--- src/rtl/seg_scan_595_ctrl.sv ---
// rtl/seg_scan_595_ctrl.sv - six-digit 7-segment scan controller driving two cascaded 74HC595s
// Optional leading-zero suppression is enabled by defining SEG_LZ_SUPPRESS_EN.
module seg_scan_595_ctrl #(
    parameter int unsigned CLK_DIV     = 4,
    parameter int unsigned SCAN_CYCLES = 50000
) (
    input  logic        clk,
    input  logic        rst,
    input  logic [23:0] data_in,
    input  logic [5:0]  point_in,
    input  logic [5:0]  blank_in,
    input  logic        load,
    input  logic        seg_en,
    output logic        frame_done,
    output logic        stcp,
    output logic        shcp,
    output logic        ds,
    output logic        oe
);

    typedef enum logic [2:0] {
        S_IDLE,
        S_LOAD,
        S_SHIFT_LO,
        S_SHIFT_HI,
        S_LATCH,
        S_DWELL
    } state_t;

    localparam logic [31:0] DIV_LAST  = 32'(CLK_DIV - 1);
    localparam logic [31:0] SCAN_LAST = 32'(SCAN_CYCLES - 1);

    state_t      state_q, state_d;
    logic [31:0] cnt_q, cnt_d;
    logic [3:0]  bitcnt_q, bitcnt_d;
    logic [13:0] word_q, word_d;
    logic [2:0]  digit_q, digit_d;
    logic [23:0] act_data_q, act_data_d, pend_data_q, pend_data_d;
    logic [5:0]  act_point_q, act_point_d, pend_point_q, pend_point_d;
    logic [5:0]  act_blank_q, act_blank_d, pend_blank_q, pend_blank_d;
    logic        pend_valid_q, pend_valid_d;
    logic        shown_q, shown_d;
    logic        stcp_q, stcp_d, shcp_q, shcp_d, ds_q, ds_d, oe_q, oe_d;
    logic        boundary;
    logic [5:0]  lz;
    logic [3:0]  nib;
    logic [7:0]  seg_n;
    logic [5:0]  sel;

    function automatic logic [7:0] hex_to_seg(input logic [3:0] v);
        case (v)
            4'h0: hex_to_seg = 8'hC0;
            4'h1: hex_to_seg = 8'hF9;
            4'h2: hex_to_seg = 8'hA4;
            4'h3: hex_to_seg = 8'hB0;
            4'h4: hex_to_seg = 8'h99;
            4'h5: hex_to_seg = 8'h92;
            4'h6: hex_to_seg = 8'h82;
            4'h7: hex_to_seg = 8'hF8;
            4'h8: hex_to_seg = 8'h80;
            4'h9: hex_to_seg = 8'h90;
            4'hA: hex_to_seg = 8'h88;
            4'hB: hex_to_seg = 8'h83;
            4'hC: hex_to_seg = 8'hC6;
            4'hD: hex_to_seg = 8'hA1;
            4'hE: hex_to_seg = 8'h86;
            default: hex_to_seg = 8'h8E;
        endcase
    endfunction

`ifdef SEG_LZ_SUPPRESS_EN
    logic lz_run;

    // A digit is a leading zero while it and every higher digit are zero without a point.
    always_comb begin
        lz_run = 1'b1;
        lz     = '0;
        for (int i = 5; i >= 1; i--) begin
            lz_run = lz_run & (act_data_q[4*i +: 4] == 4'd0) & ~act_point_q[i];
            lz[i]  = lz_run;
        end
    end
`else
    assign lz = '0;
`endif

    always_comb begin
        nib   = act_data_q[{digit_q, 2'b00} +: 4];
        seg_n = hex_to_seg(nib);
        if (act_point_q[digit_q]) begin
            seg_n[7] = 1'b0;
        end
        if (act_blank_q[digit_q] | lz[digit_q]) begin
            seg_n = 8'hFF;
        end
        sel = 6'd1 << digit_q;
    end

    assign boundary = (state_q == S_DWELL) && (cnt_q == 32'd0) && (digit_q == 3'd5);

    always_comb begin
        state_d  = state_q;
        cnt_d    = cnt_q;
        bitcnt_d = bitcnt_q;
        word_d   = word_q;
        digit_d  = digit_q;
        shown_d  = shown_q;
        stcp_d   = stcp_q;
        shcp_d   = shcp_q;
        ds_d     = ds_q;
        case (state_q)
            S_IDLE: state_d = S_LOAD;
            S_LOAD: begin
                word_d   = {seg_n, sel};
                bitcnt_d = 4'd13;
                ds_d     = word_d[13];
                shcp_d   = 1'b0;
                cnt_d    = DIV_LAST;
                state_d  = S_SHIFT_LO;
            end
            S_SHIFT_LO: begin
                if (cnt_q == 32'd0) begin
                    shcp_d  = 1'b1;
                    cnt_d   = DIV_LAST;
                    state_d = S_SHIFT_HI;
                end else begin
                    cnt_d = cnt_q - 32'd1;
                end
            end
            S_SHIFT_HI: begin
                if (cnt_q != 32'd0) begin
                    cnt_d = cnt_q - 32'd1;
                end else if (bitcnt_q == 4'd0) begin
                    shcp_d  = 1'b0;
                    stcp_d  = 1'b1;
                    cnt_d   = DIV_LAST;
                    state_d = S_LATCH;
                end else begin
                    bitcnt_d = bitcnt_q - 4'd1;
                    shcp_d   = 1'b0;
                    ds_d     = word_q[bitcnt_d];
                    cnt_d    = DIV_LAST;
                    state_d  = S_SHIFT_LO;
                end
            end
            S_LATCH: begin
                if (cnt_q == 32'd0) begin
                    stcp_d  = 1'b0;
                    shown_d = 1'b1;
                    cnt_d   = SCAN_LAST;
                    state_d = S_DWELL;
                end else begin
                    cnt_d = cnt_q - 32'd1;
                end
            end
            S_DWELL: begin
                if (cnt_q == 32'd0) begin
                    digit_d = (digit_q == 3'd5) ? 3'd0 : digit_q + 3'd1;
                    state_d = S_LOAD;
                end else begin
                    cnt_d = cnt_q - 32'd1;
                end
            end
            default: state_d = S_IDLE;
        endcase
        // Until the first word is latched the 595 outputs hold power-up garbage.
        oe_d = shown_d ? ~seg_en : 1'b1;
    end

    always_comb begin
        pend_data_d  = pend_data_q;
        pend_point_d = pend_point_q;
        pend_blank_d = pend_blank_q;
        pend_valid_d = pend_valid_q;
        act_data_d   = act_data_q;
        act_point_d  = act_point_q;
        act_blank_d  = act_blank_q;
        if (load) begin
            pend_data_d  = data_in;
            pend_point_d = point_in;
            pend_blank_d = blank_in;
            pend_valid_d = 1'b1;
        end
        if (boundary) begin
            if (load) begin
                act_data_d  = data_in;
                act_point_d = point_in;
                act_blank_d = blank_in;
            end else if (pend_valid_q) begin
                act_data_d  = pend_data_q;
                act_point_d = pend_point_q;
                act_blank_d = pend_blank_q;
            end
            pend_valid_d = 1'b0;
        end
    end

    always_ff @(posedge clk) begin
        if (rst) begin
            state_q      <= S_IDLE;
            cnt_q        <= '0;
            bitcnt_q     <= '0;
            word_q       <= '0;
            digit_q      <= '0;
            act_data_q   <= '0;
            act_point_q  <= '0;
            act_blank_q  <= '1;
            pend_data_q  <= '0;
            pend_point_q <= '0;
            pend_blank_q <= '0;
            pend_valid_q <= 1'b0;
            shown_q      <= 1'b0;
            stcp_q       <= 1'b0;
            shcp_q       <= 1'b0;
            ds_q         <= 1'b0;
            oe_q         <= 1'b1;
        end else begin
            state_q      <= state_d;
            cnt_q        <= cnt_d;
            bitcnt_q     <= bitcnt_d;
            word_q       <= word_d;
            digit_q      <= digit_d;
            act_data_q   <= act_data_d;
            act_point_q  <= act_point_d;
            act_blank_q  <= act_blank_d;
            pend_data_q  <= pend_data_d;
            pend_point_q <= pend_point_d;
            pend_blank_q <= pend_blank_d;
            pend_valid_q <= pend_valid_d;
            shown_q      <= shown_d;
            stcp_q       <= stcp_d;
            shcp_q       <= shcp_d;
            ds_q         <= ds_d;
            oe_q         <= oe_d;
        end
    end

    assign frame_done = boundary;
    assign stcp       = stcp_q;
    assign shcp       = shcp_q;
    assign ds         = ds_q;
    assign oe         = oe_q;

endmodule

--- config.mk ---
export PLATFORM = sky130hd
export DESIGN_NAME = seg_scan_595_ctrl
export DESIGN_NICKNAME = d
export VERILOG_FILES = /design/src/rtl/seg_scan_595_ctrl.sv
export SDC_FILE = /design/constraint.sdc
export NUM_CORES = 1
export LEC_CHECK = 0
export BUFFER_PORTS_ARGS = -buffer_cell sky130_fd_sc_hd__buf_2
export CORE_UTILIZATION = 63
export DETAILED_ROUTE_END_ITERATION = 8
export HOLD_SLACK_MARGIN = 0.03
export PLACE_DENSITY = 0.83
export SYNTH_ARGS = -nofsm -noshare
export SYNTH_HDL_FRONTEND = slang
export SYNTH_SLANG_ARGS = --single-unit
--- constraint.sdc ---
create_clock -name clk -period 4.65 [get_ports clk]
set_input_delay 0.93 -clock clk [delete_from_list [all_inputs] [get_ports clk]]
set_output_delay 0.93 -clock clk [all_outputs]
set_load 0.01 [all_outputs]
* Word-level counts from Yosys, hierarchy flattened
Memories as Yosys holds them, arrays and structs flattened. A register that Yosys moved wholly into a read port is not among the register bits.
Index checks and enable logic that the tools add are counted.
** Storage, ports and cells
- Flip-flop bits (word level) :: 134
- Memory bits (read-only) :: 120
- Input port bits :: 40
- Output and inout bits :: 5
- Word-level logic and storage cells :: 106
- Memories kept :: 2
** Cells by class
- $add $sub $neg :: 3
- Order comparisons :: 2
- Eq/ne operators :: 13
- Shift-type cells :: 2
- Mux-type cells :: 44
- Bitwise operators :: 3
- Reductions and logical operators :: 20
** Memories
- (no name shown) :: words 16, width 7, read ports 1, clocked after memory_dff 0, write ports 0, RTL line 51 : case (v)
- (no name shown) :: words 8, width 1, read ports 1, clocked after memory_dff 1, write ports 0, RTL line 93 : if (act_blank_q[digit_q] | lz[digit_q]) begin
** Operators with widths (count)
- case mux 32 bit (5 select lines) :: 1
- two-way mux 32 bit :: 4
- two-way mux 24 bit :: 2
- logical NOT 32 bit :: 1
- nonzero test 32 bit :: 1
- subtractor 32 x 1 -> 32 bit, second input constant :: 1
- two-way mux 3 bit :: 8
- two-way mux 6 bit :: 4
- variable part select 24 x 6 -> 4 bit :: 1
- case mux 3 bit (6 select lines) :: 1
- two-way mux 1 bit :: 14
- inequality test 2 bit, second input constant :: 6
- == test 3 bit, second input constant :: 3
- two-way mux 4 bit :: 2
- two-way mux 8 bit :: 1
- case mux 4 bit (2 select lines) :: 1
- AND reduction 4 bit :: 2
- binary-select mux 1 bit (select 3 bit) :: 2
- == test 3 x 2 -> 1 bit, second input constant :: 2
- AND reduction 2 bit :: 3
- AND reduction 3 bit :: 2
- nonzero test 2 bit :: 3
- left shift 1 x 3 -> 6 bit, first input constant :: 1
- less-than comparator 4 x 5 -> 1 bit, second input constant :: 1
- 16 further kinds :: 20

* Logic depth before layout (Yosys ltp)
Gate-level depths: netlist (run 1).
- Depth in word-level cells :: 6
- Depth in mapped cells :: 11
- Mapped depth without buffers :: 9

* Worst setup path after synthesis (run 1)
No wires, ideal clock.
- Path kind :: reg2reg
- From :: reg digit_q[0]
- To :: reg word_q[12]
- Data arrival time :: 2573 ps
- Required time :: 4518 ps
- Slack :: 1945 ps
- Stages on the path, launching flop included :: 11
- Path buffers :: 2
- Period minus slack after synthesis :: 2705 ps
- Cells stage by stage :: dfxtp_1 clkbuf_1 buf_1 mux2i_1 nor2_1 a21oi_1 inv_1 ha_1 mux2_2 a221oi_1 nor3_1
** On the way
- Cells in the longest elaborated chain, start to end :: 4
- Elaborated cells between the ends (all ways) :: 6
** RTL lines
- start, declared :: RTL line 37 : logic [2:0] digit_q, digit_d;
- start signal, assigned :: RTL line 222 : digit_q <= digit_d;
- branches (longest 3 deep; another with memory read (16 x 7 bit))
- two-way mux 8 bit * :: RTL line 93
- end signal, assigned :: RTL line 221 : word_q <= word_d;
- end, declared :: RTL line 36 : logic [13:0] word_q, word_d;
Every way passes the cells marked *. The select of a mux whose other input is x is not followed.
A chain may end at the register's enable or synchronous reset.

* Worst setup path after layout (run 1)
- From :: reg cnt_q[0]
- To :: out frame_done
** On the way
- Cells in the longest elaborated chain, start to end :: 3
** RTL lines
- start, declared :: RTL line 34 : logic [31:0] cnt_q, cnt_d;
- start signal, assigned :: RTL line 219 : cnt_q <= cnt_d;
- logical NOT 32 bit :: RTL line 99 : assign boundary = (state_q == S_DWELL) && (cnt_q == 32'd0) && (digit_q == 3'd5);
- logical AND 1 bit (2 in series) :: RTL line 99
- end, declared :: RTL line 14 : output logic frame_done,
No other way between the ends.

==> flow_summary.json, run 1 <==
{
  "synth_seq_area_share": 0.408,
  "dieArea_mm2": 0.0109,
  "cts_setup_buffers": 0,
  "antenna_cells": 0,
  "core_mm2": 0.00995,
  "cp_max_fo": 9,
  "dp.final_hpwl_mm": 9.58,
  "cts_root_buf": "clkbuf_8",
  "vias": 5240,
  "utilization": 0.742,
  "required_ns": 3.72,
  "min_path_type": "reg -> reg",
  "slew_headroom": 0.239,
  "ant_nets": 0,
  "fillCellCount": 703,
  "p_per_area_mw_per_mm2": 674,
  "worst_setup_path_start_kind": "register",
  "synth_area_leaders": "dfxtp_1 (41%), mux2i_1 (7.5%), mux2_4 (6.4%), nor2_1 (6.2%), nor2b_1 (3.4%)",
  "gp_congestion": 0.972,
  "finalCritPeriodShare": 0.762,
  "final-hold-violation-count": 0,
  "synth_area_leader_cell": "dfxtp_1",
  "viasPerCell": 5.98,
  "ys_ff_latch": 134,
  "period_minus_slack_ns": 3.54,
  "synth_cell_type_count": 58,
  "tns_ns": 0,
  "reg2reg_depth": 8,
  "drtIter0Drc": 295,
  "hold_path_depth": 2,
  "cts_made_buffers": 17,
  "rsz0062_at_grt": "no",
  "boundaryPins": 45,
  "h-tree-depth": 4,
  "core.rowCount": 36,
  "hold_start": "word_q[3]$_SDFFE_PP0P_",
  "max_freq_mhz": 282,
  "synth_common_cells": "dfxtp_1 (134), nor2_1 (109), mux2i_1 (49)",
  "first_pass_iters": 5,
  "gr-total-overflow": 0,
  "startpoint": "cnt_q[0]$_SDFFE_PP0P_",
  "drc": 0,
  "netlist_area_mm2": 0.00658,
  "synthFlopType": "dfxtp_1",
  "outcome": "completed",
  "maxSlewViolCount": 0,
  "yosys_warnings": 0,
  "drv_cap": 0,
  "worst_slew_pin_slew_ns": 1.14,
  "syn2layout_area_growth_pct": 12.2,
  "multiInputGateArea_mm2": 0.00365,
  "r2r-start": "cnt_q[0]$_SDFFE_PP0P_",
  "synth-edff-count": 0,
  "gr-usage-all-layers": 0.274,
  "critPathKind": "reg -> out",
  "finClkSkew_ns": 0.00853,
  "async_flop_share": 0,
  "synth_top_area_share": 0.408,
  "worst_setup_path_end_kind": "primary output",
  "io_buffers": 44,
  "grt_pass1_vias": 5054,
  "ctsHoldBuffers": 0,
  "grt_pass1_wl_mm": 24.0,
  "busiest_layer": "met2",
  "yosysMostFrequentCell": "dfxtp_1",
  "drive_gt1_frac": 0.184,
  "final_net_count": 781,
  "drt-total-wl_mm": 14.3,
  "pre_cts_ws_ns": 1.48,
  "clkLatencyLatePin_ns": 0.53,
  "antenna_found_initial": 0,
  "p_leak_uw": 0.00307,
  "fp.dieH_um": 104,
  "use_met3": 0.0639,
  "clkTransAtPathRegs_ns": 0.06,
  "routedWlPerCell_um": 16.3,
  "synth_cells": 707,
  "ir_drop_uv": 433,
  "ctsResizeCount": 0,
  "seqCellArea_mm2": 0.00268,
  "crit_arrival_ns": 2.61,
  "post_synth.cell_area_avg_um2": 9.31,
  "grt.met2_usage": 0.460,
  "syn_nets": 758,
  "fin_ws_ns": 1.11,
  "cts_buffer_depth": 2,
  "setup_viol": 0,
  "grt_max_degree": 81,
  "initial_core_util": 0.661,
  "dieWidth_um": 104,
  "cts_num_sinks": 134,
  "globalRouteMet1Util": 0.337,
  "cts_tree": "done"
}
report_power, final:
| group | internal, uW | switching, uW |
|---|---|---|
| clock | 767 | 515 |
| sequential | 1340 | 210 |
| combinational | 796 | 1350 |
| total | 2900 | 2070 |
layer usage:
layer	up-vias	part of all wire
met5	-	0
met4	0	0.023
met3	30	0.045
met2	150	0.49
met1	2481	0.44
li1	2579	-
registers in the layout (all words and copies together) (netlist names):
register and count:
cnt_q 32, act_data_q 24, pend_data_q 24, word_q 14, act_blank_q 6, act_point_q 6, pend_blank_q 6, pend_point_q 6
bitcnt_q 4, digit_q 3, state_q 3, ds 1, oe 1, pend_valid_q 1, shcp 1, shown_q 1
stcp 1
through the flow:
step,instance area (um2),hold slack (ns),std cells,power [uW]
after detailed placement,6810,0.457,844,3640
after global placement,6810,0.443,844,3550
after CTS,7380,0.464,876,4950
final,7380,0.464,876,4970
after global routing,7380,0.496,876,5300
after floorplan,6580,0.429,707,3190
final cells by class:
| type | count | area share |
|---|---|---|
| clock buffers | 18 | 0.0566 |
| clock inverters | 14 | 0.0203 |
| inverters | 14 | 0.00712 |
| multi-input cells | 514 | 0.495 |
| flip-flops and latches | 134 | 0.363 |
| well taps | 133 | 0.0225 |
| repair buffers | 49 | 0.0353 |
critical path, stage by stage (launching register included):
cell,delay (ns)
dfxtp_1,0.34
inv_1,0.11
ha_1,0.14
nor4b_2,0.22
nand4_2,0.24
nor4_1,0.51
nand3_1,0.14
nor2_1,0.21
buf_2,0.17
cell families (layout without fill, tap and decap cells):
logic type	Yosys count	after routing	synth area share
buffers and inverters	59	95	0.0375
DFF	134	134	0.408
adders and majority gates	11	11	0.0209
AOI/OAI and AO/OA	105	105	0.108
and+or+nand+nor	286	286	0.225
xor gates and xnor gates	20	20	0.0266
muxes	92	92	0.174
placed cells by master (no fill, tap or decap), types with 7 or more instances in the layout:
master     count
mux2_4        28
or3_1         14
a211oi_1      11
nor4_1        14
ha_1          11
xnor2_1       12
mux2_2         9
clkbuf_16     16
mux2i_1       49
nand2_1       31
xor2_1         8
or4_1         11
o21ai_0       13
nor2_1       109
buf_2         43
inv_1         14
nor3_1        22
dfxtp_1      134
nor3b_1        7
o31ai_1        9
nor2b_1       36
a21oi_1       31
nand3_1       14
path summary, 6_finish.rpt:
kind	to	slack, ns
worst max-delay path	frame_done	1.11
worst min-delay path	word_q[3]$_SDFFE_PP0P_	0.46
worst max register to register	act_blank_q[1]$_SDFFE_PP1P_	1.41
worst min register to register	word_q[3]$_SDFFE_PP0P_	0.46
Power figures use the tool's default switching activity.
==> inputs of run 2 (changes only) <==
Settings changed: ABC_AREA from default to 1, CORE_UTILIZATION 63 to 61, PLACE_DENSITY 0.83 to 0.8.
Clock period 4.65 ns to 3.5 ns, I/O delays scaled along.
==> run 2 against run 1 <==
Against the previous run:
- core utilization down 3.0 points
- largest cell class unchanged
- cell count rose by 43%
- sequential power increased by 30%
- largest power group unchanged
- sequential cell count unchanged
- critical path type unchanged
- via count grew 25%
==> flow_summary.json, run 2 <==
{
  "use_met3": 0.0729,
  "grt.met2_usage": 0.423,
  "routedWlPerCell_um": 12.9,
  "antenna_found_initial": 0,
  "grt_max_degree": 73,
  "final_net_count": 1156,
  "cp_slowest_cell": "dfxtp_1",
  "h-tree-depth": 4,
  "ant_nets": 0,
  "syn_nets": 1124,
  "ctsResizeCount": 0,
  "cts_made_buffers": 17,
  "outcome": "completed",
  "finClkSkew_ns": 0.00745,
  "synth_area_leader_cell": "dfxtp_1",
  "initial_core_util": 0.635,
  "dieWidth_um": 109,
  "fp.dieH_um": 109,
  "p_per_area_mw_per_mm2": 929,
  "holdPathEnd": "oe$_SDFF_PP1_",
  "synth_cell_type_count": 38,
  "dp.final_hpwl_mm": 11.2,
  "utilization": 0.711,
  "ir_drop_uv": 676,
  "worst_slew_pin_slew_ns": 0.778,
  "p_total_uw": 7290,
  "hold_start": "seg_en",
  "io_buffers": 44,
  "seqCellArea_mm2": 0.00268,
  "crit_chain": "nand2_1 -> nor2_4 -> inv_1 -> nor4_1 -> buf_2",
  "worst_setup_path_end_kind": "primary output",
  "globalRouteMet1Util": 0.424,
  "reg2reg_depth": 12,
  "synth_area_leaders": "dfxtp_1 (38%), nand2_1 (11%), nor2_1 (9.9%), inv_1 (9.5%), o21ai_0 (4.3%)",
  "worst_setup_path_start_kind": "register",
  "viasPerCell": 5.22,
  "largest_reg_flops": 32,
  "vias": 6567,
  "timing.rr.end": "cnt_q[7]$_SDFFE_PP0P_",
  "layout_commonest_cell": "nand2_1",
  "min_path_type": "in -> reg",
  "gr-total-overflow": 0,
  "r2r-start": "cnt_q[0]$_SDFFE_PP0P_",
  "post_synth.cell_area_avg_um2": 6.53,
  "cts_tree": "done",
  "slew_headroom": 0.481,
  "reg.largest.list": "cnt_q x32, act_data_q x24, pend_data_q x24",
  "core_mm2": 0.0110,
  "busiest_layer": "met1",
  "antenna_cells": 0,
  "async_flop_share": 0,
  "drtIter0Drc": 645,
  "ys_ff_latch": 134,
  "synth_cells": 1073,
  "cts_buffer_depth": 2,
  "dieArea_mm2": 0.0119,
  "gp_congestion": 0.970,
  "max_freq_mhz": 347,
  "fillCellCount": 969,
  "synth_top_area_share": 0.383,
  "critical-path-max-stage-delay_ns": 0.47,
  "ctsHoldBuffers": 0,
  "synthFlopType": "dfxtp_1",
  "drive_gt1_frac": 0.124,
  "rsz0062_at_grt": "no",
  "required_ns": 2.80,
  "drc": 0,
  "yosys_warnings": 0,
  "yosysMostFrequentCell": "nand2_1",
  "drv_cap": 0,
  "finalCritPeriodShare": 0.823,
  "cts_root_buf": "clkbuf_16",
  "first_pass_iters": 6,
  "drt-total-wl_mm": 16.2,
  "cts_num_sinks": 134,
  "hold_path_depth": 2,
  "multiInputGateArea_mm2": 0.00344,
  "maxSlewViolCount": 0,
  "path_buf_inv": 2,
  "clkTransAtPathRegs_ns": 0.06,
  "final_cell_mix": "nand2_1 (197), nor2_1 (185), inv_1 (178), dfxtp_1 (134), o21ai_0 (60)",
  "crit_arrival_ns": 2.18,
  "cts_setup_buffers": 0,
  "synth-edff-count": 0,
  "tns_ns": 0,
  "critical_path.top_delay_family": "simple AND/OR/NAND/NOR gates",
  "period_minus_slack_ns": 2.88,
  "gr-usage-all-layers": 0.293,
  "boundaryPins": 45,
  "setup_viol": 0,
  "top_register": "cnt_q",
  "critPathKind": "reg -> out",
  "synth_common_cells": "nand2_1 (197), nor2_1 (185), inv_1 (178)",
  "syn2layout_area_growth_pct": 12.0,
  "clkLatencyLatePin_ns": 0.43,
  "core.rowCount": 38,
  "grt_pass1_vias": 5820,
  "netlist_area_mm2": 0.00701,
  "final-hold-violation-count": 0,
  "reg2reg_slack_ns": 0.81,
  "synth_seq_area_share": 0.383,
  "cp_max_fo": 8,
  "p_leak_uw": 0.00378,
  "grt_pass1_wl_mm": 27.2
}
[run 2: changes by cell type in the layout (fill, tap and decap cells not counted), moves of 14 or more]
cell and change:
o21ai_1 +40, nand2_1 +166, o21ai_0 +47, or3_1 -14, nor2_1 +76, mux2_4 -28
inv_1 +164, nand3_1 +45, or2_2 +28, nor2b_1 -36, a21oi_1 +27, mux2i_1 -43
[run 2: power breakdown]
part / total [uW] / internal [uW] / switching (uW)
Combinational: 3470 / 1060 / 2410
Sequential: 2020 / 1800 / 222
Clock: 1800 / 1120 / 680
Total: 7290 / 3980 / 3320
[run 2: per-stage QoR]
step	cells	hold slack, ns	setup slack (ns)	cell area (um2)
floorplan	1073	0.430	1.49	7010
global placement	1226	0.447	0.977	7240
global route	1257	0.436	0.506	7850
finish	1257	0.440	0.621	7850
detailed placement	1226	0.453	0.835	7240
CTS	1257	0.435	0.638	7850
[run 2: cell type report]
cell class / instances / share of cell area
multi-input combinational: 718 / 0.438
inverter: 186 / 0.0890
timing repair buffer: 48 / 0.0319
clock buffer: 21 / 0.0612
tap: 140 / 0.0223
sequential: 134 / 0.342
clock inverter: 10 / 0.0155
[run 2: how the worst max path moves through the flow]
stage	start	endpoint	slack (ns)	cells after the start
6_report	digit_q[0]$_SDFFE_PP0P_	frame_done	0.62	5
5_1_grt	digit_q[0]$_SDFFE_PP0P_	frame_done	0.51	5
4_1_cts	digit_q[0]$_SDFFE_PP0P_	frame_done	0.64	5
3_5_place_dp	cnt_q[0]$_SDFFE_PP0P_	cnt_q[21]$_SDFFE_PP0P_	0.84	12
3_3_place_gp	cnt_q[0]$_SDFFE_PP0P_	cnt_q[22]$_SDFFE_PP0P_	0.98	12
2_1_floorplan	digit_q[0]$_SDFFE_PP0P_	frame_done	1.49	5
[run 2: cell families after synthesis]
logic type / Yosys count / share of synthesized area
multiplexers: 6 / 0.00857
flip-flops: 134 / 0.383
AO/OA/AOI/OAI: 173 / 0.129
adder cells (fa/ha/maj): 11 / 0.0196
AND/OR/NAND/NOR: 517 / 0.319
XOR/XNOR: 11 / 0.0137
buffers and inverters: 221 / 0.127
[run 2: routing by layer]
layer	wire length (um)	part of all wire
met5	0	0
met4	254	0.016
met3	1050	0.065
met2	6930	0.43
met1	7940	0.49
==> inputs of run 3 (changes only) <==
Clock period 3.5 ns to 2.8 ns, I/O delays scaled along.
==> run 3 against run 2 <==
Against the previous run:
- critical path depth is the same
- core utilization grew 0.32 points
- count of clock-buffer cells in the layout grew 1
- register-to-register slack lost 0.42 ns
- cell count grew 0.24%
- clock skew shrank 0.0013 ns
- non-clock buffer count grew 3
==> flow_summary.json, run 3 (synthesis gave the netlist of run 2 again) <==
{
  "outcome": "completed",
  "cts_num_sinks": 134,
  "final-hold-violation-count": 0,
  "crit_arrival_ns": 2.12,
  "placedCellCount": 1229,
  "cp_max_fo": 8,
  "layout_commonest_cell": "nand2_1",
  "grt_max_degree": 73,
  "rsz0062_at_grt": "no",
  "core.rowCount": 38,
  "gr-total-overflow": 0,
  "finalCritPeriodShare": 0.958,
  "antenna_found_initial": 0,
  "worst_slew_pin_slew_ns": 0.705,
  "vias": 6489,
  "final_net_count": 1159,
  "grt_pass1_vias": 5931,
  "critPathKind": "reg -> out",
  "utilization": 0.714,
  "drc": 0,
  "fp.dieH_um": 109,
  "setup_viol": 0,
  "stdcell_count": 1260,
  "ctsResizeCount": 0,
  "fillCellCount": 952,
  "maxSlewViolCount": 0,
  "top_register": "cnt_q",
  "min_path_type": "in -> reg",
  "h-tree-depth": 4,
  "p_per_area_mw_per_mm2": 1140,
  "cts_made_buffers": 17,
  "finClkSkew_ns": 0.00612,
  "drtIter0Drc": 596,
  "io_buffers": 44,
  "initial_core_util": 0.635,
  "required_ns": 2.24,
  "p_leak_uw": 0.00379,
  "final_cell_mix": "nand2_1 (197), nor2_1 (185), inv_1 (178), dfxtp_1 (134), o21ai_0 (60)",
  "cts_buffer_depth": 2,
  "period_minus_slack_ns": 2.68,
  "largest_reg_flops": 32,
  "cp_slowest_cell": "dfxtp_1",
  "slew_headroom": 0.530,
  "cts_tree": "done",
  "critical-path-max-stage-delay_ns": 0.48,
  "critical_path.top_delay_family": "simple AND/OR/NAND/NOR gates",
  "ant_nets": 0,
  "p_total_uw": 9020,
  "path_buf_inv": 2,
  "reg.largest.list": "cnt_q x32, act_data_q x24, pend_data_q x24",
  "drv_cap": 0,
  "clkLatencyLatePin_ns": 0.43,
  "routedWlPerCell_um": 12.7,
  "dieWidth_um": 109,
  "core_mm2": 0.0110,
  "drive_gt1_frac": 0.126,
  "clkTransAtPathRegs_ns": 0.06,
  "dp.final_hpwl_mm": 11.0,
  "syn2layout_area_growth_pct": 12.5,
  "antenna_cells": 0,
  "dieArea_mm2": 0.0119,
  "viasPerCell": 5.15,
  "worst_setup_path_end_kind": "primary output",
  "gr-usage-all-layers": 0.293,
  "boundaryPins": 45,
  "drt-total-wl_mm": 15.9,
  "tns_ns": 0,
  "cts_setup_buffers": 0,
  "worst_hold_slack_ns": 0.298,
  "grt_pass1_wl_mm": 27.4,
  "ir_drop_uv": 958,
  "worst_setup_path_start_kind": "register",
  "crit_chain": "nand2_1 -> nor2_4 -> inv_1 -> nor4_1 -> buf_2",
  "max_freq_mhz": 373,
  "ctsHoldBuffers": 0,
  "first_pass_iters": 6,
  "gp_congestion": 0.900,
  "cts_root_buf": "clkbuf_16"
}
[run 3: cell count changes in the layout (fill, tap and decap cells not counted)]
| cell | delta |
|---|---|
| clkinv_2 | -2 |
| buf_12 | +1 |
| clkinv_4 | -2 |
| clkinvlp_4 | +2 |
| clkbuf_1 | +1 |
| inv_6 | +1 |
| buf_4 | +2 |
[run 3: path summary, 6_finish.rpt]
path              cells after the start                      to                     from  slack (ns)
hold reg to reg                       2  word_q[1]$_SDFFE_PP0P_   word_q[1]$_SDFFE_PP0P_        0.47
hold / removal                        2           oe$_SDFF_PP1_                   seg_en        0.30
setup / recovery                      5              frame_done  digit_q[0]$_SDFFE_PP0P_        0.12
setup reg to reg                     14  word_q[6]$_SDFFE_PP0P_  digit_q[0]$_SDFFE_PP0P_        0.39
[run 3: cell type report]
type                    instances  area [um2]  area share
clock buffers                  22         484      0.0614
clock inverters                 9         118      0.0149
inverters                     186         698      0.0886
multi-input cells             718        3440       0.436
flip-flops and latches        134        2680       0.340
well taps                     140         175      0.0222
repair buffers                 51         285      0.0362
[run 3: where the power goes]
part	leakage [uW]	internal, uW	total (uW)	switching, uW
clock network	0.000285	1410	2250	844
registers	0.00110	2240	2500	256
logic	0.00240	1340	4270	2920
[run 3: stage by stage]
step           worst slack [ns]  cell area (um2)
6_report                  0.118             7880
5_1_grt                  0.0679             7880
4_1_cts                   0.155             7880
3_5_place_dp              0.467             7280
3_3_place_gp              0.480             7280
2_1_floorplan             0.840             7010
[run 3: routing by layer]
layer | vias to the layer above | track usage | routed length, um | share of wire
met5 | - | 0 | 0 | 0
met4 | 0 | 0.0819 | 159 | 0.010
met3 | 19 | 0.0753 | 1110 | 0.069
met2 | 211 | 0.435 | 6780 | 0.43
met1 | 2861 | 0.417 | 7900 | 0.50
li1 | 3398 | - | - | -
